[src/rtl/bp_pkg.sv]
`default_nettype none
// ============================================================================
//  Module      : bp_pkg
//  Description : Shared types, counter constants and the saturating counter
//                step used by the branch predictor and its BTB.
//  Revision    : 1.0 - initial release
// ============================================================================
package bp_pkg;

  // Widest tag / target the BTB read-port struct can carry; real storage is
  // sized by the instantiating module and zero-extended into these fields.
  localparam int unsigned BTB_TAG_MAX  = 32;
  localparam int unsigned BTB_ADDR_MAX = 64;

  typedef struct packed {
    logic                    valid;
    logic [BTB_TAG_MAX-1:0]  tag;
    logic [BTB_ADDR_MAX-1:0] target;
  } btb_entry_t;

  // Weakly-not-taken: one below the taken threshold.
  function automatic logic [31:0] cnt_reset_val(input int unsigned w);
    return (32'd1 << (w - 1)) - 32'd1;
  endfunction

  // Smallest counter value that predicts taken (MSB set).
  function automatic logic [31:0] cnt_taken_thresh(input int unsigned w);
    return 32'd1 << (w - 1);
  endfunction

  function automatic logic [31:0] cnt_max_val(input int unsigned w);
    return 32'hFFFF_FFFF >> (32 - w);
  endfunction

  // One saturating step of a w-bit counter (w <= 32).
  function automatic logic [31:0] sat_step(input logic [31:0] cnt, input logic up,
                                           input int unsigned w);
    logic [31:0] res;
    res = cnt;
    if (up) begin
      if (cnt != cnt_max_val(w)) res = cnt + 32'd1;
    end else begin
      if (cnt != 32'd0) res = cnt - 32'd1;
    end
    return res;
  endfunction

endpackage : bp_pkg
`default_nettype wire

[src/rtl/bp_btb.sv]
`default_nettype none
// ============================================================================
//  Module      : bp_btb
//  Description : Branch target buffer. Direct-mapped valid/tag/target array
//                with a combinational read port, a synchronous write port and
//                asynchronous active-low clearing of the valid bits.
//  Revision    : 1.0 - initial release
// ============================================================================
module bp_btb
  import bp_pkg::*;
#(
  parameter int unsigned XLEN    = 32,
  parameter int unsigned ENTRIES = 64,
  parameter int unsigned TAG_W   = 8,
  parameter int unsigned IDX_W   = $clog2(ENTRIES)
) (
  input  logic             clk_i,
  input  logic             rst_i,
  input  logic [IDX_W-1:0] rd_idx_i,
  output btb_entry_t       rd_entry_o,
  input  logic             wr_en_i,
  input  logic [IDX_W-1:0] wr_idx_i,
  input  logic [TAG_W-1:0] wr_tag_i,
  input  logic [XLEN-1:0]  wr_target_i
);

  logic [ENTRIES-1:0] valid_q;
  logic [TAG_W-1:0]   tag_q    [ENTRIES];
  logic [XLEN-1:0]    target_q [ENTRIES];

  // Combinational read, fields zero-extended into the shared entry struct.
  always_comb begin
    rd_entry_o                    = '0;
    rd_entry_o.valid              = valid_q[rd_idx_i];
    rd_entry_o.tag[TAG_W-1:0]     = tag_q[rd_idx_i];
    rd_entry_o.target[XLEN-1:0]   = target_q[rd_idx_i];
  end

  // Valid bits: the only BTB state that needs a reset value.
  always_ff @(posedge clk_i or negedge rst_i) begin
    if (!rst_i) begin
      valid_q <= '0;
    end else if (wr_en_i) begin
      valid_q[wr_idx_i] <= 1'b1;
    end
  end

  // Tag and target payload; meaningless until the matching valid bit is set.
  always_ff @(posedge clk_i) begin
    if (wr_en_i) begin
      tag_q[wr_idx_i]    <= wr_tag_i;
      target_q[wr_idx_i] <= wr_target_i;
    end
  end

endmodule : bp_btb
`default_nettype wire

[src/rtl/branch_predictor.sv]
`default_nettype none
// ============================================================================
//  Module      : branch_predictor
//  Description : Dynamic branch predictor (BHT of saturating counters + BTB)
//                for the IF stage, trained by branch outcomes from ID.
//                Define GSHARE_EN to XOR global history into the BHT index;
//                without it the BHT is bimodal and pred_ghr_o is zero.
//  Revision    : 1.0 - initial release
// ============================================================================
module branch_predictor
  import bp_pkg::*;
#(
  parameter int unsigned XLEN    = 32,
  parameter int unsigned ENTRIES = 64,
  parameter int unsigned CNT_W   = 2,
  parameter int unsigned TAG_W   = 8,
  parameter int unsigned GHR_W   = 6
) (
  input  logic             clk_i,
  input  logic             rst_i,
  input  logic             start_i,
  input  logic [XLEN-1:0]  pc_i,
  output logic             pred_taken_o,
  output logic [XLEN-1:0]  pred_target_o,
  output logic [GHR_W-1:0] pred_ghr_o,
  input  logic             upd_valid_i,
  input  logic [XLEN-1:0]  upd_pc_i,
  input  logic             upd_taken_i,
  input  logic [XLEN-1:0]  upd_target_i,
  input  logic             upd_pred_taken_i,
  input  logic [XLEN-1:0]  upd_pred_target_i,
  input  logic [GHR_W-1:0] upd_ghr_i,
  output logic             mispredict_o,
  output logic [XLEN-1:0]  redirect_pc_o,
  output logic [31:0]      br_cnt_o,
  output logic [31:0]      miss_cnt_o
);

  localparam int unsigned IDX_W = $clog2(ENTRIES);

  logic [IDX_W-1:0] lk_pc_idx, upd_pc_idx;
  logic [IDX_W-1:0] lk_bht_idx, upd_bht_idx;
  logic [TAG_W-1:0] lk_tag, upd_tag;
  logic             upd_accept;
  btb_entry_t       btb_rd;
  logic             btb_hit;

  logic [CNT_W-1:0] bht_q [ENTRIES];
  logic [CNT_W-1:0] bht_lk, bht_upd, bht_d;
  logic [31:0]      br_cnt_q, br_cnt_d;
  logic [31:0]      miss_cnt_q, miss_cnt_d;

  assign lk_pc_idx  = pc_i[IDX_W+1:2];
  assign lk_tag     = pc_i[IDX_W+TAG_W+1:IDX_W+2];
  assign upd_pc_idx = upd_pc_i[IDX_W+1:2];
  assign upd_tag    = upd_pc_i[IDX_W+TAG_W+1:IDX_W+2];

  // Gating on rst_i keeps a resolution arriving during reset from flushing.
  assign upd_accept = upd_valid_i & start_i & rst_i;

`ifdef GSHARE_EN
  logic [GHR_W-1:0] ghr_q, ghr_d;

  assign lk_bht_idx  = lk_pc_idx ^ IDX_W'(ghr_q);
  assign upd_bht_idx = upd_pc_idx ^ IDX_W'(upd_ghr_i);
  assign ghr_d       = upd_accept ? ((ghr_q << 1) | GHR_W'(upd_taken_i)) : ghr_q;
  assign pred_ghr_o  = ghr_q;

  // Global history shifts in every accepted outcome.
  always_ff @(posedge clk_i or negedge rst_i) begin
    if (!rst_i) ghr_q <= '0;
    else        ghr_q <= ghr_d;
  end
`else
  assign lk_bht_idx  = lk_pc_idx;
  assign upd_bht_idx = upd_pc_idx;
  assign pred_ghr_o  = '0;
`endif

  bp_btb #(
    .XLEN    (XLEN),
    .ENTRIES (ENTRIES),
    .TAG_W   (TAG_W),
    .IDX_W   (IDX_W)
  ) u_btb (
    .clk_i       (clk_i),
    .rst_i       (rst_i),
    .rd_idx_i    (lk_pc_idx),
    .rd_entry_o  (btb_rd),
    .wr_en_i     (upd_accept & upd_taken_i),
    .wr_idx_i    (upd_pc_idx),
    .wr_tag_i    (upd_tag),
    .wr_target_i (upd_target_i)
  );

  assign btb_hit = btb_rd.valid && (btb_rd.tag[TAG_W-1:0] == lk_tag);
  assign bht_lk  = bht_q[lk_bht_idx];
  assign bht_upd = bht_q[upd_bht_idx];
  assign bht_d   = CNT_W'(sat_step(32'(bht_upd), upd_taken_i, CNT_W));

  // Lookup: counter must say taken and the BTB must supply a target.
  always_comb begin
    pred_taken_o  = start_i & rst_i & btb_hit &
                    (32'(bht_lk) >= cnt_taken_thresh(CNT_W));
    pred_target_o = pred_taken_o ? btb_rd.target[XLEN-1:0] : pc_i + XLEN'(4);
  end

  // Resolution: wrong direction, or right taken direction with wrong target.
  always_comb begin
    mispredict_o  = upd_accept &
                    ((upd_taken_i != upd_pred_taken_i) |
                     (upd_taken_i & upd_pred_taken_i &
                      (upd_target_i != upd_pred_target_i)));
    redirect_pc_o = upd_taken_i ? upd_target_i : upd_pc_i + XLEN'(4);
  end

  // BHT counters train only on accepted updates; reset to weakly-not-taken.
  always_ff @(posedge clk_i or negedge rst_i) begin
    if (!rst_i) begin
      for (int i = 0; i < ENTRIES; i++) bht_q[i] <= CNT_W'(cnt_reset_val(CNT_W));
    end else if (upd_accept) begin
      bht_q[upd_bht_idx] <= bht_d;
    end
  end

  assign br_cnt_d   = upd_accept   ? sat_step(br_cnt_q, 1'b1, 32)   : br_cnt_q;
  assign miss_cnt_d = mispredict_o ? sat_step(miss_cnt_q, 1'b1, 32) : miss_cnt_q;

  // Saturating performance counters.
  always_ff @(posedge clk_i or negedge rst_i) begin
    if (!rst_i) begin
      br_cnt_q   <= '0;
      miss_cnt_q <= '0;
    end else begin
      br_cnt_q   <= br_cnt_d;
      miss_cnt_q <= miss_cnt_d;
    end
  end

  assign br_cnt_o   = br_cnt_q;
  assign miss_cnt_o = miss_cnt_q;

  // Address bits outside the index/tag fields (and history in bimodal mode)
  // carry no information for the tables; fold them so they are consumed.
  logic unused_ok;
  assign unused_ok = ^{pc_i, upd_pc_i, upd_ghr_i, btb_rd};

endmodule : branch_predictor
`default_nettype wire

[config.mk]
export PLATFORM = sky130hd
export DESIGN_NAME = branch_predictor
export DESIGN_NICKNAME = d
export VERILOG_FILES = /design/src/rtl/bp_pkg.sv /design/src/rtl/bp_btb.sv /design/src/rtl/branch_predictor.sv
export SDC_FILE = /design/constraint.sdc
export NUM_CORES = 2
export LEC_CHECK = 0
export CELL_PAD_IN_SITES_DETAIL_PLACEMENT = 0
export CELL_PAD_IN_SITES_GLOBAL_PLACEMENT = 1
export CORE_MARGIN = 4
export CORE_UTILIZATION = 55
export DETAILED_ROUTE_END_ITERATION = 6
export DONT_BUFFER_PORTS = 1
export PLACE_DENSITY_LB_ADDON = 0.1
export SLEW_MARGIN = 20
export SYNTH_ARGS = -nofsm -noshare
export SYNTH_HDL_FRONTEND = slang
export SYNTH_HIERARCHICAL = 1
export SYNTH_SLANG_ARGS = --single-unit
[constraint.sdc]
create_clock -name clk_i -period 7.6 [get_ports clk_i]
set_input_delay 0.38 -clock clk_i [delete_from_list [all_inputs] [get_ports clk_i]]
set_output_delay 0.38 -clock clk_i [all_outputs]
set_load 0.02 [all_outputs]
==> impl_results.md <==
- GRT overflow: 0
- Reg clk slew, reported paths: 0.06 ns
- Cell at the slowest stage of the critical path: a311oi_1
- Global-route wire length before repair: between 400 and 500 mm
- Power per cell area: between 200 and 300 mW/mm2
- DIE AREA: between 0.2 and 0.25 mm2
- Met3 WL post-DR: 31.8 mm
- Largest net degree at the start of global routing: around 430
- CP Class: in -> out
- Worst slew margin: ~15%
- Drc violations: 1
- Core Region: approximately 0.20 mm2
- Status: complete, but fails checks
- PortBufs: 0
- Initial Util: a little under three fifths
- Placed Cells: 8,175
- Die height: 458 um
- Worst hold path type: in -> async
- CTS Sinks: approximately 2,800
- Leakage: between 40 and 50 nW
- Fin. max-slew vios: 0
- CP max FO: 70
- Pwr Total: between 30 and 40 mW
- Minimum clock period after layout: around 6.3 ns
- GPL Wtd Cong: approximately 0.79
- Post-placement worst setup slack: around 1.5 ns
- CP Capture Type: output port
- CP cell instances: buf_16 > buf_16 > buf_16 > buf_16 > mux4_2 > nand2_1 > a21oi_1 > a311oi_1 > nor4_1 > xnor2_1 > nand4_1 > nor3_1 > o31ai_4 > buf_12 > mux2_2
- Initial DRC count: approximately 8,200
- Fill count: 13,910
- CTS tree: built
- Final instance area: 0.126 mm2
- Final period utilization: between 80 and 90%
- Clock skew: approximately 0.027 ns
- IO Pins: 276
- Post-synthesis cell area: about 0.11 mm2
- Hold slack final: 0.0322 ns
- Via count: 59,263
- Worst setup margin: approximately 1.3 ns
- Cells after Synth: between 5,000 and 6,000
- Post-Route Setup TNS: 0 ns
- Final ANT Viol Nets: 0
- WP data arrival: 5.88 ns
- Dpl hpwl: between 150 and 200 mm
- Max Root-Sink Buffers: 4
- Max-cap violations: 0
- GRT Resource Usage Total: between 30% and 40%
- Met2 wire len: 153 mm
- CTS H-Tree Depth: 5
- Top sig layer: met5
- FMAX: 160 MHz
- RSZ-0062 raised after global routing: false
- Vias/cell: between 6 and 7
- Final setup viols: 0
- Pre-antenna DRT Iters: 7
- Worst Path Buf+Inv: 5
- Initial antenna violation count: 38
- Final #Nets: between 6,000 and 7,000
- Critical path's largest stage delay: between 0.6 and 0.7 ns
- DR WL/cell: about 37 um
- Most Frequent Cell on Critical Path: buf_16
- Share of cells above drive strength 1: 24.6%
- Yosys Warn Count: 6
- Peak VDD IR: ~250 uV
- Layout area overhead: 12.9%
- Kind of cell adding the most delay to the critical path: buffers and inverters
- Vias in the first global route: 58,649
- Startpoint Class: input port
- Die W: 458 um
- Wire length on met1: approximately 120 mm
- Violated checks: DRC
- Worst slew pin tran: ~1.3 ns
- DP Area: roughly 0.11 mm2
- CTS root buf: clkbuf_16
- Final Instance Count excl. Fillers: between 8,000 and 9,000
- Num CTS Buffers: 300
- Final wirelength: 325 mm
- Critical Path RT: a little over 7 ns
- # rows: 164
- Avg Inst Size Synth: between 15 and 20 um2
- Final core utilization: a little over three fifths
- Final hold violations: 0
- Clock latency on the worst-skew pair: 0.92 ns
-- final cells by class --
class                      count  area [um2]  share of cell area [%]
multi-input combinational   2548       26900                    21.4
tap                         2656        3320                    2.64
inverter                      17        65.1                  0.0517
timing repair buffer         238        3070                    2.44
clock inverter               129         983                   0.782
antenna                       88         220                   0.175
sequential                  2816       83400                    66.2
clock buffer                 376        7940                    6.31
-- per-layer routing --
layer,track usage [%],vias to the layer above
met4,15.0,6
li1,-,23900
met3,5.93,486
met2,47.4,3219
met5,0,-
met1,43.3,31652
-- layout by cell type (no fill, tap or decap), drive strengths merged, types with 15 or more instances in the layout --
cell         instances
edfxtp            2560
mux4               617
nand2              392
clkbuf             376
dfrtp              192
buf                187
o21ai              179
o22ai              168
mux2i              130
nor2               128
clkinv             107
xnor2               90
diode               88
or2                 73
nand3               68
xor2                68
mux2                68
dfstp               64
o221ai              62
a21oi               54
dlygate4sd3         51
a22oi               47
nor4                46
a221oi              39
and3                38
nand4               33
nor3                27
nor2b               26
a211oi              23
nand2b              20
inv                 20
and2                16
bufinv              15
o21a                15
-- timing repair --
| action | 4_1_cts | 5_1_grt |
|---|---|---|
| hold buffers | 92 | 0 |
| endpoints found under the hold margin | 2938 | 0 |
| setup buffers | 0 | 0 |
| gates resized for setup | 0 | 0 |
| setup endpoints to repair | 0 | 0 |
-- worst reg2reg max path: stages, from the launching register on --
cell and delay (ns):
dfrtp_1 0.39, mux2i_1 0.17, o22ai_1 0.10, o31ai_1 0.36, o311ai_0 0.19, or4_1 0.50
a221oi_2 0.29, maj3_4 0.76, o21ai_0 0.27
-- worst paths after layout --
path,from,endpoint,slack [ns],depth (start not counted)
worst min register to register,u_btb/valid_q[12]$_DFFE_PN0P_,u_btb/valid_q[12]$_DFFE_PN0P_,0.46,1
max in group asynchronous,rst_i,u_btb/valid_q[33]$_DFFE_PN0P_,6.29,3
worst min-delay path,rst_i,miss_cnt_o[3]$_DFFE_PN0P_,0.03,2
min in group clk_i,upd_pc_i[3],u_btb/tag_q[20][0]$_DFFE_PP_,0.08,4
worst max-delay path,pc_i[2],pred_target_o[8],1.34,15
worst max register to register,bht_q[35]$_DFFE_PN0P_,bht_q[62]$_DFFE_PN1P_,4.46,8
-- state kept, by name, indices dropped and copies added, names as in the netlist --
name            count
u_btb/tag_q       512
u_btb/target_q   2048
bht_q             128
br_cnt_o           32
u_btb/valid_q      64
miss_cnt_o         32
-- power by group --
part           internal, mW  total [mW]  switching (mW)
Clock                  7.86        13.6            5.76
Combinational         0.654        1.71            1.06
Sequential             17.0        17.1           0.109
Total                  25.5        32.4            6.93
Note: power is estimated with default switching activity, not from simulation.
